[src/rtl/branch_pkg.sv]
// Shared constants and result-slot flag bundle for the control-transfer stage.
package branch_pkg;

    localparam logic [6:0] OP_BRANCH = 7'h63;
    localparam logic [6:0] OP_JAL    = 7'h6F;
    localparam logic [6:0] OP_JALR   = 7'h67;

    localparam logic [2:0] F3_BEQ  = 3'd0;
    localparam logic [2:0] F3_BNE  = 3'd1;
    localparam logic [2:0] F3_BLT  = 3'd4;
    localparam logic [2:0] F3_BGE  = 3'd5;
    localparam logic [2:0] F3_BLTU = 3'd6;
    localparam logic [2:0] F3_BGEU = 3'd7;

    typedef struct packed {
        logic taken;
        logic redirect;
        logic rd_we;
        logic misalign;
        logic illegal;
    } slot_flags_t;

endpackage

[src/rtl/branch_cmp.sv]
// Branch condition evaluator: funct3 plus operands -> taken / illegal.
module branch_cmp
    import branch_pkg::*;
#(
    parameter int XLEN = 32
) (
    input  logic [2:0]      funct3,
    input  logic [XLEN-1:0] rs1,
    input  logic [XLEN-1:0] rs2,
    output logic            taken,
    output logic            illegal
);

    logic eq;
    logic lt;
    logic ltu;

    assign eq  = rs1 == rs2;
    assign lt  = $signed(rs1) < $signed(rs2);
    assign ltu = rs1 < rs2;

    always_comb begin
        taken   = 1'b0;
        illegal = 1'b0;
        case (funct3)
            F3_BEQ:  taken = eq;
            F3_BNE:  taken = !eq;
            F3_BLT:  taken = lt;
            F3_BGE:  taken = !lt;
            F3_BLTU: taken = ltu;
            F3_BGEU: taken = !ltu;
            default: illegal = 1'b1;
        endcase
    end

endmodule

[src/rtl/branch_exec_unit.sv]
// Branch/JAL/JALR execute stage with a one-entry registered result slot.
// Optional saturating statistics counters under BRANCH_STATS_EN.
module branch_exec_unit
    import branch_pkg::*;
#(
    parameter int XLEN = 32
`ifdef BRANCH_STATS_EN
    ,
    parameter int CNT_W = 32
`endif
) (
    input  logic            clk,
    input  logic            rst,
    input  logic            flush,
    input  logic            in_valid,
    output logic            in_ready,
    input  logic [6:0]      in_op,
    input  logic [2:0]      in_funct3,
    input  logic [XLEN-1:0] in_rs1_val,
    input  logic [XLEN-1:0] in_rs2_val,
    input  logic [XLEN-1:0] in_pc,
    input  logic [XLEN-1:0] in_imm,
    input  logic            in_pred_taken,
    input  logic [XLEN-1:0] in_pred_target,
    output logic            out_valid,
    input  logic            out_ready,
    output logic            out_taken,
    output logic            out_redirect,
    output logic [XLEN-1:0] out_redirect_pc,
    output logic            out_rd_we,
    output logic [XLEN-1:0] out_rd_val,
    output logic            out_misalign,
    output logic            out_illegal
`ifdef BRANCH_STATS_EN
    ,
    output logic [CNT_W-1:0] stat_branches,
    output logic [CNT_W-1:0] stat_mispredicts
`endif
);

    logic            is_br;
    logic            is_jal;
    logic            is_jalr;
    logic            is_jump;
    logic            cmp_taken;
    logic            cmp_illegal;
    logic [XLEN-1:0] base;
    logic [XLEN-1:0] target;
    logic [XLEN-1:0] link;
    logic [XLEN-1:0] n_rpc;
    logic [XLEN-1:0] n_rdv;
    logic [XLEN-1:0] rpc;
    logic [XLEN-1:0] rdv;
    slot_flags_t     nf;
    slot_flags_t     slot;
    logic            accept;
    logic            load;

    assign is_br   = in_op == OP_BRANCH;
    assign is_jal  = in_op == OP_JAL;
    assign is_jalr = in_op == OP_JALR;
    assign is_jump = is_jal || is_jalr;

    branch_cmp #(.XLEN(XLEN)) u_cmp (
        .funct3  (in_funct3),
        .rs1     (in_rs1_val),
        .rs2     (in_rs2_val),
        .taken   (cmp_taken),
        .illegal (cmp_illegal)
    );

    // One adder serves both target forms; bit 0 is cleared only for JALR.
    assign base   = is_jalr ? in_rs1_val : in_pc;
    assign target = (base + in_imm) & ~XLEN'(is_jalr);
    assign link   = in_pc + XLEN'(4);

    always_comb begin
        nf          = '0;
        nf.illegal  = !(is_br || is_jump) || (is_br && cmp_illegal);
        nf.taken    = !nf.illegal && (is_jump || cmp_taken);
        nf.rd_we    = !nf.illegal && is_jump;
        nf.misalign = nf.taken && (target[1:0] != 2'b00);
        nf.redirect = !nf.illegal && !nf.misalign &&
                      ((nf.taken != in_pred_taken) ||
                       (nf.taken && (target != in_pred_target)));
        n_rpc = nf.redirect ? (nf.taken ? target : link) : '0;
        n_rdv = nf.rd_we ? link : '0;
    end

    assign in_ready = !out_valid || out_ready;
    assign accept   = in_valid && in_ready;
    assign load     = accept && !flush;

    // Empty slot always carries all-zero fields.
    always_ff @(posedge clk) begin
        if (rst || flush) begin
            out_valid <= 1'b0;
            slot      <= '0;
            rpc       <= '0;
            rdv       <= '0;
        end else if (accept) begin
            out_valid <= 1'b1;
            slot      <= nf;
            rpc       <= n_rpc;
            rdv       <= n_rdv;
        end else if (out_ready) begin
            out_valid <= 1'b0;
            slot      <= '0;
            rpc       <= '0;
            rdv       <= '0;
        end
    end

    assign out_taken       = slot.taken;
    assign out_redirect    = slot.redirect;
    assign out_rd_we       = slot.rd_we;
    assign out_misalign    = slot.misalign;
    assign out_illegal     = slot.illegal;
    assign out_redirect_pc = rpc;
    assign out_rd_val      = rdv;

`ifdef BRANCH_STATS_EN
    always_ff @(posedge clk) begin
        if (rst) begin
            stat_branches    <= '0;
            stat_mispredicts <= '0;
        end else if (load) begin
            if (!nf.illegal && (stat_branches != '1))
                stat_branches <= stat_branches + CNT_W'(1);
            if (nf.redirect && (stat_mispredicts != '1))
                stat_mispredicts <= stat_mispredicts + CNT_W'(1);
        end
    end
`endif

endmodule
[config.mk]
export PLATFORM = sky130hd
export DESIGN_NAME = branch_exec_unit
export DESIGN_NICKNAME = d
export VERILOG_FILES = /design/src/rtl/branch_pkg.sv /design/src/rtl/branch_cmp.sv /design/src/rtl/branch_exec_unit.sv
export SDC_FILE = /design/constraint.sdc
export NUM_CORES = 1
export LEC_CHECK = 0
export CAP_MARGIN = 20
export CORE_AREA = 2 2 101 200
export CTS_CLUSTER_DIAMETER = 40
export CTS_CLUSTER_SIZE = 8
export DETAILED_ROUTE_END_ITERATION = 10
export DIE_AREA = 0 0 103 202
export PLACE_DENSITY = 0.73
export REMOVE_ABC_BUFFERS = 1
export SLEW_MARGIN = 20
export SYNTH_ARGS = -nofsm -noshare
export SYNTH_HDL_FRONTEND = slang
export SYNTH_SLANG_ARGS = --single-unit
[constraint.sdc]
create_clock -name clk -period 6 [get_ports clk]
set_input_delay 1.2 -clock clk [delete_from_list [all_inputs] [get_ports clk]]
set_output_delay 1.2 -clock clk [all_outputs]
set_load 0.1 [all_outputs]
==> metrics.md <==
| Metric | Value |
|---|---|
| R2R setup slack | 3990 ps |
| Fillers | 1869 |
| Clock Skew | 7.72 ps |
| Root Buffer | clkbuf_16 |
| CTS tree | yes |
| Top cells by count, synth | nand2_1, nor2_1, a21oi_1 |
| Avg WL per Cell | 22.0 um |
| # H-tree levels | 3 |
| Max cap viols | 0 |
| First drt pass iteration count | 5 |
| DIE WIDTH | 103 um |
| Final Cycle Share | 0.942 |
| Largest area contributor in the netlist | dfxtp_1 |
| Dpl hpwl | 27200 um |
| DP Area | 10500 um^2 |
| Synth area leaders | dfxtp_1, ha_1, xnor2_1 |
| Yosys reg bits | 70 |
| Fraction of layout cells with a size suffix above 1 | 0.133 |
| CTS sink count | 70 |
| Synth warnings | 0 |
| Cell count after synthesis | 953 |
| Ys async rst share | 0 |
| Peak supply drop | 128 uV |
| Cts repair resizes | 0 |
| Worst Setup End Kind | flop |
| Drt via density | 5.64 |
| Startpoint Class | primary input |
| Starting Density | 0.384 |
| Congestion Overflow GR | 0 |
| Total GRT Usage | 0.309 |
| Power Density | 170 nW/um^2 |
| Pre-CTS setup slack | 45.3 ps |
| Max_slew headroom | 0.307 |
| Core area | 19300 um^2 |
| Die Area | 20800 um^2 |
| F_max | 0.177 GHz |
| Yosys cell types | 79 |
| Outcome | complete, no violations |
| Initial antenna violation count | 0 |
| Fin area | 10800 um^2 |
| Vias after detailed routing | 8405 |
| Clock transition at the registers of the reported paths | 60 ps |
| Synth top area share | 0.189 |
| Final Core Density | 0.561 |
| Synthesis-to-finish area growth | 45.9% |
| Worst slew pin tran | 1040 ps |
| Nets@finish | 1470 |
| Buf/Inv on CP | 3 |
| Antenna cells | 0 |
| Buffer count from post-CTS setup fixing | 0 |
| Drt total wl | 32700 um |
| Mean Syn Cell Area | 7.78 um^2 |
| Die Height | 202 um |
| Final hold violations | 0 |
| Crit path DAT | 5880 ps |
| Post-layout minimum cycle time | 5650 ps |
| Num CTS Buffers | 9 |
| Clock latency on the worst-skew pair | 350 ps |
| Critical Path Stages | 17 |
| Post-route DRC violation count | 0 |
| Gpl congestion | 1.01 |
| CP Max Fanout | 26 |
| Top delay family on crit path | simple AND/OR/NAND/NOR gates |
| Hold Crit Class | reg -> reg |
| RSZ-0062 raised after global routing | false |
| Num ports | 247 |
| Wire length of the first global-routing pass | 47500 um |
| Cells on worst reg2reg path | 7 |
| Leakage power | 4.35 nW |
| CP peak stage delay | 500 ps |
| Req. time, crit path | 6230 ps |
| Row count | 72 |
| EDFF count, synth | 0 |
| CTS max path bufs | 2 |
| Largest net degree at the start of global routing | 45 |
| Final worst setup slack | 347 ps |
| Primary FF master, synth | dfxtp_1 |
| Port Buffer Count | 246 |
| Mapped cell area | 7410 um^2 |
| Hold depth | 2 |
| # setup viols final | 0 |
| Crit Path Class | in -> reg |
| Vias in the first global route | 8500 |
| ANT nets after route | 0 |
| Seq/Total Area, Yosys | 0.189 |
| Cell breakdown of the critical path | clkdlybuf4s50_1 -> and4bb_2 -> nand2_1 -> buf_12 -> mux2_2 -> fa_1 -> a211oi_2 -> nor4b_1 -> nor2_1 -> o211ai_1 -> xor2_1 -> xor2_1 -> or4_1 -> nor4_1 -> a41o_2 -> buf_12 -> o21ai_2 |
| Worst path slowest cell | fa_1 |
| CTS Hold Bufs | 0 |
| Drt initial violations | 345 |
| Slew Viols, Final | 0 |
| Setup TNS | 0 ps |
-- kinds of logic (layout without fill, tap and decap cells) --
kind of cell,count (synthesis),in the layout,synth area share
compound gates,244,244,0.227
xor+xnor,92,92,0.113
fa+ha+maj,69,69,0.117
buf+inv,91,368,0.0567
flops,70,70,0.189
mux,48,48,0.0699
simple gates,339,339,0.227
-- layer usage --
layer	routed length [um]	vias up	track usage
met5	0	-	0
met4	2890	0	0.238
met3	1480	107	0.0360
met2	17800	343	0.581
met1	10600	3947	0.285
li1	-	4008	-
-- tightest hold or removal path, stage by stage, from the launching register on --
cell and delay [ps]:
dfxtp_1 320, nand2_1 60, o21ai_2 50
-- final timing paths --
path,from,to
max reg2reg,out_valid,out_redirect_pc[15]
min,out_redirect_pc[10],out_redirect_pc[10]
min reg2reg,out_redirect_pc[10],out_redirect_pc[10]
max,in_op[3],out_redirect_pc[20]
-- layout make-up --
cell class | count | area (um^2) | area share
clock buffers | 9 | 225 | 0.0208
flip-flops and latches | 70 | 1400 | 0.130
well taps | 259 | 324 | 0.0300
inverters | 45 | 169 | 0.0156
repair buffers | 307 | 2970 | 0.275
clock inverters | 7 | 120 | 0.0111
multi-input cells | 792 | 5600 | 0.518
-- per-stage QoR --
step	hold WS, ps	instances	total power, mW
final	458	1489	1.84
after global routing	475	1489	1.92
after CTS	459	1489	1.84
after detailed placement	444	1473	1.21
after global placement	439	1473	1.21
after floorplan	894	907	0.862
-- cell usage in the layout (no fill, tap or decap), drive strengths merged, types with 18 or more instances in the layout --
cell,Yosys,final
buf,15,61
a22oi,35,35
xnor2,54,54
nand4,23,23
ha,68,68
mux2i,18,18
o21ai,65,65
inv,45,46
clkdlybuf4s50,0,246
nand3,27,27
xor2,36,36
a21oi,73,73
nor2,97,97
mux2,30,30
dfxtp,70,70
nand2,98,98
-- registers in the layout, summed over array words and instances (netlist names) --
| name | flops |
|---|---|
| out_redirect | 1 |
| out_misalign | 1 |
| out_taken | 1 |
| out_rd_val | 32 |
| out_rd_we | 1 |
| out_valid | 1 |
| out_redirect_pc | 32 |
| out_illegal | 1 |
-- power by group --
group	leakage [nW]	switching, mW	total, mW	internal (mW)
sequential	0.564	0.000700	0.466	0.466
combinational	3.62	0.403	0.745	0.342
clock	0.166	0.221	0.629	0.407
Note: power is estimated with default switching activity, not from simulation.
